File: config.mk
export PLATFORM = sky130hd
export DESIGN_NAME = countdown_sequencer
export DESIGN_NICKNAME = d
export VERILOG_FILES = /design/src/rtl/cdt_pkg.sv /design/src/rtl/cdt_tick_gen.sv /design/src/rtl/countdown_sequencer.sv
export SDC_FILE = /design/constraint.sdc
export NUM_CORES = 1
export LEC_CHECK = 0
export ABC_AREA = 0
export CAP_MARGIN = 25
export CORE_MARGIN = 2
export CORE_UTILIZATION = 45
export CTS_CLUSTER_SIZE = 12
export DETAILED_ROUTE_END_ITERATION = 16
export GPL_TIMING_DRIVEN = 0
export SYNTH_ARGS = -nofsm -noshare
export SYNTH_HDL_FRONTEND = slang
export SYNTH_SLANG_ARGS = --single-unit
File: constraint.sdc
create_clock -name clk -period 2.52 [get_ports clk]
set_clock_uncertainty 0.1 [all_clocks]
set_input_delay 0.504 -clock clk [delete_from_list [all_inputs] [get_ports clk]]
set_output_delay 0.504 -clock clk [all_outputs]
set_load 0.05 [all_outputs]
File: src/rtl/cdt_pkg.sv
// cdt_pkg: shared state/field encodings, button decode and defaults for the countdown sequencer.
package cdt_pkg;
  typedef enum logic [2:0] {
    IDLE  = 3'd0,
    SET   = 3'd1,
    RUN   = 3'd2,
    PAUSE = 3'd3,
    ALARM = 3'd4
  } state_e;
  typedef enum logic [1:0] {
    SEC = 2'd0,
    MIN = 2'd1,
    HR  = 2'd2
  } field_e;
  typedef enum logic [2:0] {
    BTN_NONE,
    BTN_CLR,
    BTN_START,
    BTN_MODE,
    BTN_INC
  } btn_e;
  localparam int TICK_DIV_DEF   = 50_000_000;
  localparam int ALARM_SECS_DEF = 10;
  // Only the highest-priority pulse survives a cycle: clr > start > mode > inc.
  function automatic btn_e pick_btn(input logic c, input logic s, input logic m, input logic i);
    return c ? BTN_CLR : s ? BTN_START : m ? BTN_MODE : i ? BTN_INC : BTN_NONE;
  endfunction
endpackage

File: src/rtl/cdt_tick_gen.sv
// cdt_tick_gen: enable/clear divider producing a one-cycle tick per TICK_DIV cycles.
// With CDT_BLINK_EN it also emits a half pulse every TICK_DIV/2 cycles.
module cdt_tick_gen #(
  parameter int TICK_DIV = 50_000_000,
  parameter int TW       = $clog2(TICK_DIV)
) (
  input  logic clk,
  input  logic rst,
  input  logic en,
  input  logic clr,
  output logic tick
`ifdef CDT_BLINK_EN
  ,
  output logic half
`endif
);
  localparam logic [TW-1:0] LAST = TW'(TICK_DIV - 1);
  logic [TW-1:0] cnt_q, cnt_d;
  assign tick = en && cnt_q == LAST;
`ifdef CDT_BLINK_EN
  assign half = en && (cnt_q == LAST || cnt_q == TW'(TICK_DIV / 2 - 1));
`endif
  always_comb cnt_d = clr ? '0 : !en ? cnt_q : tick ? '0 : cnt_q + TW'(1);
  always_ff @(posedge clk or posedge rst)
    if (rst) cnt_q <= '0;
    else cnt_q <= cnt_d;
endmodule

File: src/rtl/countdown_sequencer.sv
// countdown_sequencer: button-to-strobe control FSM and 1 Hz time base for the countdown datapath.
// Optional CDT_BLINK_EN adds a 1 Hz display blink in SET and PAUSE.
module countdown_sequencer
  import cdt_pkg::*;
#(
  parameter int TICK_DIV   = TICK_DIV_DEF,
  parameter int ALARM_SECS = ALARM_SECS_DEF,
  parameter int TW         = $clog2(TICK_DIV)
) (
  input  logic       clk,
  input  logic       reset,
  input  logic       btn_start,
  input  logic       btn_mode,
  input  logic       btn_inc,
  input  logic       btn_clr,
  input  logic       time_zero,
  output logic       dec_en,
  output logic       inc_sec,
  output logic       inc_min,
  output logic       inc_hr,
  output logic       clr,
  output logic       alarm,
  output logic [2:0] state,
  output logic [1:0] field,
  output logic       blink
);
  state_e state_q, state_d;
  field_e field_q, field_d;
  logic [7:0] acnt_q, acnt_d;
  logic dec_q, dec_d, isec_q, isec_d, imin_q, imin_d, ihr_q, ihr_d, clr_q, clr_d, alarm_q;
  logic tick, div_en, div_clr;
  btn_e btn;
  assign btn = pick_btn(btn_clr, btn_start, btn_mode, btn_inc);
  assign div_en = state_q == RUN || state_q == ALARM;
  // A fresh second starts on RUN entry from IDLE/SET and on ALARM entry; resume from PAUSE keeps the count.
  assign div_clr = (state_d == RUN && (state_q == IDLE || state_q == SET)) ||
                   (state_d == ALARM && state_q != ALARM);
`ifdef CDT_BLINK_EN
  logic div_half;
`endif
  cdt_tick_gen #(.TICK_DIV(TICK_DIV), .TW(TW)) u_div (
    .clk (clk),
    .rst (reset),
    .en  (div_en),
    .clr (div_clr),
    .tick(tick)
`ifdef CDT_BLINK_EN
    ,
    .half(div_half)
`endif
  );
  always_comb begin
    state_d = state_q;
    field_d = field_q;
    acnt_d  = acnt_q;
    dec_d   = 1'b0;
    isec_d  = 1'b0;
    imin_d  = 1'b0;
    ihr_d   = 1'b0;
    clr_d   = 1'b0;
    unique case (state_q)
      IDLE:
        if (btn == BTN_CLR) clr_d = 1'b1;
        else if (btn == BTN_START && !time_zero) state_d = RUN;
        else if (btn == BTN_MODE) begin
          state_d = SET;
          field_d = SEC;
        end
      SET:
        if (btn == BTN_CLR) clr_d = 1'b1;
        else if (btn == BTN_START && !time_zero) state_d = RUN;
        else if (btn == BTN_MODE) begin
          state_d = field_q == HR ? IDLE : SET;
          field_d = field_q == SEC ? MIN : field_q == MIN ? HR : SEC;
        end else if (btn == BTN_INC) begin
          isec_d = field_q == SEC;
          imin_d = field_q == MIN;
          ihr_d  = field_q == HR;
        end
      RUN:
        if (time_zero) state_d = ALARM;
        else begin
          dec_d = tick && btn != BTN_CLR;
          if (btn == BTN_CLR) begin
            clr_d   = 1'b1;
            state_d = IDLE;
          end else if (btn == BTN_START) state_d = PAUSE;
        end
      PAUSE:
        if (btn == BTN_CLR) begin
          clr_d   = 1'b1;
          state_d = IDLE;
        end else if (btn == BTN_START) state_d = RUN;
      ALARM:
        if (btn != BTN_NONE || (tick && acnt_q == 8'(ALARM_SECS - 1))) begin
          state_d = IDLE;
          acnt_d  = '0;
        end else if (tick) acnt_d = acnt_q + 8'd1;
      default: state_d = IDLE;
    endcase
  end
  always_ff @(posedge clk or posedge reset)
    if (reset) begin
      state_q <= IDLE;
      field_q <= SEC;
      acnt_q  <= '0;
      dec_q   <= 1'b0;
      isec_q  <= 1'b0;
      imin_q  <= 1'b0;
      ihr_q   <= 1'b0;
      clr_q   <= 1'b0;
      alarm_q <= 1'b0;
    end else begin
      state_q <= state_d;
      field_q <= field_d;
      acnt_q  <= acnt_d;
      dec_q   <= dec_d;
      isec_q  <= isec_d;
      imin_q  <= imin_d;
      ihr_q   <= ihr_d;
      clr_q   <= clr_d;
      alarm_q <= state_d == ALARM;
    end
  assign dec_en  = dec_q;
  assign inc_sec = isec_q;
  assign inc_min = imin_q;
  assign inc_hr  = ihr_q;
  assign clr     = clr_q;
  assign alarm   = alarm_q;
  assign state   = state_q;
  assign field   = field_q;
`ifdef CDT_BLINK_EN
  logic ph_en, ph_clr, ph_tick, ph_half, blink_q, blink_d;
  assign ph_en  = state_q == SET || state_q == PAUSE;
  assign ph_clr = state_d == SET && state_q != SET;
  cdt_tick_gen #(.TICK_DIV(TICK_DIV), .TW(TW)) u_phase (
    .clk (clk),
    .rst (reset),
    .en  (ph_en),
    .clr (ph_clr),
    .tick(ph_tick),
    .half(ph_half)
  );
  always_comb blink_d = (state_d == SET || state_d == PAUSE) ? blink_q ^ (ph_half | div_half) : 1'b0;
  always_ff @(posedge clk or posedge reset)
    if (reset) blink_q <= 1'b0;
    else blink_q <= blink_d;
  assign blink = blink_q;
`else
  assign blink = 1'b0;
`endif
endmodule

* After elaboration in Yosys (flattened, before gate mapping)
Index checks and enable logic that the tools add are counted.
** Word-level totals
- Flip-flop bits (word level) :: 45
- Logic and storage cells :: 106
- Output and inout port bits :: 12
- Input port bits :: 7
** Cells by class
- Reduce and logical (&&, ||, !) cells :: 20
- Add/sub/neg operators :: 2
- Equal/unequal tests :: 22
- Mux-type cells :: 52
** Operator list (count)
- $mux 26 :: 3
- $mux 3 :: 16
- $add 26x1->26 const B :: 1
- $eq 26x26->1 const B :: 1
- $mux 1 :: 20
- $mux 2 :: 8
- $mux 8 :: 2
- $eq 3x2->1 const B :: 5
- $pmux 3 s5 :: 1
- $eq 3x3->1 const B :: 3
- $add 8x1->8 const B :: 1
- $eq 8x4->1 const B :: 1
- $ne 2x2->1 const B :: 4
- $reduce_and 7->1 :: 1
- $eq 3x1->1 const B :: 2
- $logic_and 1x1->1 :: 6
- $reduce_bool 2->1 :: 3
- $logic_or 1x1->1 :: 4
- $ne 2x1->1 const B :: 2
- $pmux 2 s2 :: 1
- $logic_not 3->1 :: 1
- $ne 3x1->1 const B :: 1
- $ne 3x3->1 const B :: 1
- $reduce_bool 3->1 :: 1
- 7 further kinds :: 7

* Logic depth before layout (Yosys ltp)
- Depth in word-level cells :: 13
- Gate-level depth with buffers :: 8
- Mapped depth without buffers :: 7

* By module
From an unflattened synthesis, not the netlist that was laid out.
** Unflattened totals
- Cells, all modules :: 263
- Area, all modules :: 2523.7 um2
** Modules (own cells, without submodules)
- cdt_tick_gen :: cells an instance 156, area an instance 1487.7 um2, sequential area each 650.6 um2, instances 1
- countdown_sequencer :: cells an instance 107, area an instance 1036.0 um2, sequential area each 475.5 um2, instances 1

* Worst setup path after synthesis
No wires, ideal clock.
- Kind :: register -> register
- Start point :: reg state_q[2] (netlist: state[2])
- End point :: reg acnt_q[4]
- Arrival time :: 2.021 ns
- Path slack :: 0.331 ns
- Library setup time :: 0.068 ns
- Buffers on the path :: 2
- Data required time :: 2.352 ns
- Stages on the path, launching flop included :: 7
- Period minus slack after synthesis :: 2.189 ns
- Cell sequence :: dfrtp_1 buf_6 or3b_1 buf_2 or4_1 a2bb2oi_1 nand2_1
** On the way
- Word-level cells in the longest chain between the ends :: 7
- Elaborated cells on any way between the ends :: 9
- Those cells by class :: eq/ne (2); mux (1); reduce/logical (6)
** Ends and longest elaborated chain
- start: declaration :: RTL line countdown_sequencer.sv:27 : state_e state_q, state_d;
- start signal: assignment :: RTL line countdown_sequencer.sv:114 : state_q <= state_d;
- $eq 3x2->1 or $eq 3x3->1 (tied branches) :: RTL line countdown_sequencer.sv:34, countdown_sequencer.sv:61
- $logic_or 1x1->1 :: RTL line countdown_sequencer.sv:34 : assign div_en = state_q == RUN || state_q == ALARM;
- $logic_and 1x1->1 :: RTL line cdt_tick_gen.sv:19 : assign tick = en && cnt_q == LAST;
- $logic_and 1x1->1 :: RTL line countdown_sequencer.sv:95 : if (btn != BTN_NONE || (tick && acnt_q == 8'(ALARM_SECS - 1))) begin
- $logic_or 1x1->1 :: RTL line countdown_sequencer.sv:95
- $reduce_bool 2->1 (no line)
- $reduce_and 2->1 (no line)
- end signal: assignment :: RTL line countdown_sequencer.sv:116 : acnt_q <= acnt_d;
- end: declaration :: RTL line countdown_sequencer.sv:29 : logic [7:0] acnt_q, acnt_d;
Several ways; a longest one is shown, not always the timed one.
A chain may end at the register's enable or synchronous reset.

* Worst setup path in the final report
- Start point :: reg state_q[0] (netlist: state[0])
- End point :: out state[0]
** RTL lines
- end: declaration :: RTL line countdown_sequencer.sv:23 : output logic [2:0] state,
No word-level cell between the ends.

==> out/qor.yml <==
detailed_routing:
  firstDrtPassIters: 5
  wl_per_cell_um: 16.6
  route.met2.wl_um: 2960
  top_layer: "met4"
  vias: 2275
  drtIter0Drc: 115
  routed_wl_um: 6470
  route.met3.wl_um: 240
  wl_met1_um: 3200
  vias_per_cell: 5.85
  drc: 0
  drtAntennaViolNets: 0
sta:
  slew_violations: 0
  hold_viol: 0
  relSlewSlack: 0.438
  min_period_ps: 2420
  holdWs_ps: 313
  rsz0062_at_grt: "false"
  period_share: 0.959
  setup_viol_count_final: 0
  worst_pin_slew_ps: 836
  fmax_mhz: 414
worst_setup_path:
  crit_chain: "clkdlybuf4s50_1"
  max_stage_delay_ps: 900
  endpoint: "state[0]"
  critPathArrivalTime_ps: 1810
  rrSetupSlack_ps: 250
  worst-path-max-fanout: 8
  worst_setup_path_start_kind: "flip-flop"
  crit_start: "state[0]$_DFF_PP0_"
  crit_cells: 1
  required_ps: 1920
  r2r-end: "acnt_q[3]$_DFFE_PP0P_"
  path_buf_inv: 1
  end_kind: "output pin"
  rr_worst_depth: 6
  r2r-start: "u_div.cnt_q[1]$_DFFE_PP0P_"
  crit_path_top_delay_cell: "clkdlybuf4s50_1"
  crit_type: "reg -> out"
  path_delay_family: "buffers and inverters"
cells_and_area:
  drive_gt1_frac: 0.0915
  nFillCells: 556
  antenna_cells: 0
  seq_area_um2: 1130
  nets: 326
  multi_input_area_um2: 1430
  syn2layout_area_growth_pct: 13.0
clock_tree:
  cts_max_path_buffers: 2
  cts_setup_buffers: 0
  ctsHtreeMaxLevel: 2
  clock_latency_ps: 300
  clk_pin_slew_ps: 80
  numCtsBuffers: 5
  cts-root-buf: "clkbuf_8"
  cts-resized-gates: 0
  cts.hold.buffers_added: 0
  cts.sinks: 45
  cts_tree: "yes"
synthesis:
  ys_seq_area_frac: 0.424
  syn_area_um2: 2660
  synth.distinct_cells: 59
  yosysTopAreaCell: "dfrtp_1"
  synthTopCellsByArea: "dfrtp_1 42%, nand3_1 4.5%, nand2_1 4.4%"
  yosysWarnings: 0
  synth_top_area_frac: 0.424
  synth_cells: 293
  synth_ff_type: "dfrtp_1"
  synth-seq-cells: 45
  synth.most_common_cell: "dfrtp_1"
  async_flop_share: 1.00
  synth_common_cells: "45 x dfrtp_1, 31 x nand2_1, 29 x nor2_1"
  syn_avg_cell_area_um2: 9.07
  synth_fp_nets: 303
  synth_edf_count: 0
flow_run:
  cap_violations: 0
min_path:
  hold_class: "in -> async"
pwr:
  power_density_nw_per_um2: 547
  peakVddDrop_v: 0.000380
  internal_power_mw: 1.10
  total_leakage_power_nw: 1.19
  totalPowerFinal_mw: 1.64
  swShare: 0.330
  clock_power_share: 0.268
  power_frac_comb: 0.198
  pwr-share-seq: 0.534
  p_switching_uw: 542
floorplanning:
  start_util: 0.474
  die_w_um: 80.9
  die_area_um2: 6540
  placementRows: 27
  ios: 19
  core_um2: 5610
  dieHeight_um: 80.9
run_status:
  status: "completed"
placed_design:
  dpl.hpwl_um: 4580
  globalplace.congestion: 0.825
  portBuffers: 15
grt:
  grt-ovfl-total: 0
  grt_util_all_layers: 0.219
  antenna_found_initial: 0
  grt_pass1_vias: 2111
  grt_max_degree: 40
  grt_pass1_wl_um: 10900
==> through the flow <==
step	TNS, ps	instance area, um^2	utilization	std cells	worst slack [ps]
floorplan	0	2660	-	293	331
global placement	-6820	2900	0.517	380	-151
detailed placement	-552	2920	0.521	381	-123
CTS	0	3000	0.535	389	114
global route	0	3000	0.536	389	72.5
finish	0	3000	0.536	389	105
==> sequential cells by signal (all words and copies together), names as in the netlist <==
| register | count |
|---|---|
| clr | 1 |
| u_div.cnt_q | 26 |
| inc_sec | 1 |
| state | 3 |
| field | 2 |
| alarm | 1 |
| inc_hr | 1 |
| inc_min | 1 |
| acnt_q | 8 |
| dec_en | 1 |
==> power groups by stage <==
stage,logic (mW),registers (mW),clock network [mW]
floorplan,0.189,0.907,0
global placement,0.312,0.886,0
detailed placement,0.323,0.889,0
CTS,0.324,0.875,0.453
global route,0.362,0.889,0.486
finish,0.325,0.877,0.441
==> cells by family (layout without fill, tap and decap cells) <==
kind of cell | count (synthesis) | in the layout | synth area share
simple gates | 155 | 155 | 0.333
compound gates | 49 | 49 | 0.124
flops | 45 | 45 | 0.424
buf+inv | 23 | 47 | 0.0414
xor+xnor | 12 | 12 | 0.0424
mux | 5 | 5 | 0.0198
fa+ha+maj | 3 | 3 | 0.0141
other cells | 1 | 1 | 0.00141
==> area by class of cell <==
| type | instances | area share |
|---|---|---|
| multi-input cells | 225 | 0.475 |
| flip-flops and latches | 45 | 0.375 |
| repair buffers | 16 | 0.0566 |
| well taps | 72 | 0.0300 |
| clock buffers | 8 | 0.0267 |
| plain buffers | 15 | 0.0267 |
| inverters | 8 | 0.0100 |
==> routing by layer <==
metal  vias up  track usage
met5         -            0
met4         0       0.0644
met3         5       0.0389
met2        50        0.333
met1      1103        0.320
li1       1117            -
==> how the worst min path moves through the flow <==
| stage | cells past startpoint | start | slack [ps] | to |
|---|---|---|---|---|
| 6_report | 2 | reset | 310 | acnt_q[2]$_DFFE_PP0P_ |
| 5_1_grt | 2 | reset | 320 | acnt_q[0]$_DFFE_PP0P_ |
| 4_1_cts | 2 | reset | 320 | acnt_q[0]$_DFFE_PP0P_ |
| 3_5_place_dp | 1 | u_div.cnt_q[22]$_DFFE_PP0P_ | 410 | u_div.cnt_q[22]$_DFFE_PP0P_ |
| 3_3_place_gp | 1 | u_div.cnt_q[21]$_DFFE_PP0P_ | 400 | u_div.cnt_q[21]$_DFFE_PP0P_ |
| 2_1_floorplan | 1 | u_div.cnt_q[21]$_DFFE_PP0P_ | 360 | u_div.cnt_q[21]$_DFFE_PP0P_ |
==> layout by cell type, fill, tap and decap left out, drive strengths merged, types with 3 or more instances in the layout <==
master         instances
dfrtp                 45
nand2                 31
nor2                  31
nand3                 25
clkdlybuf4s50         15
nand4                 13
clkbuf                13
o21ai                 11
buf                   11
a21oi                  9
xor2                   8
inv                    8
and4                   6
nor3                   6
a31oi                  6
and3                   5
nor2b                  5
nor4b                  5
or3                    4
o211ai                 4
nand3b                 4
xnor2                  4
nor3b                  3
and2                   3
mux2i                  3
o22ai                  3
ha                     3
o21bai                 3
nor4                   3
(Power assumes the default switching activity.)
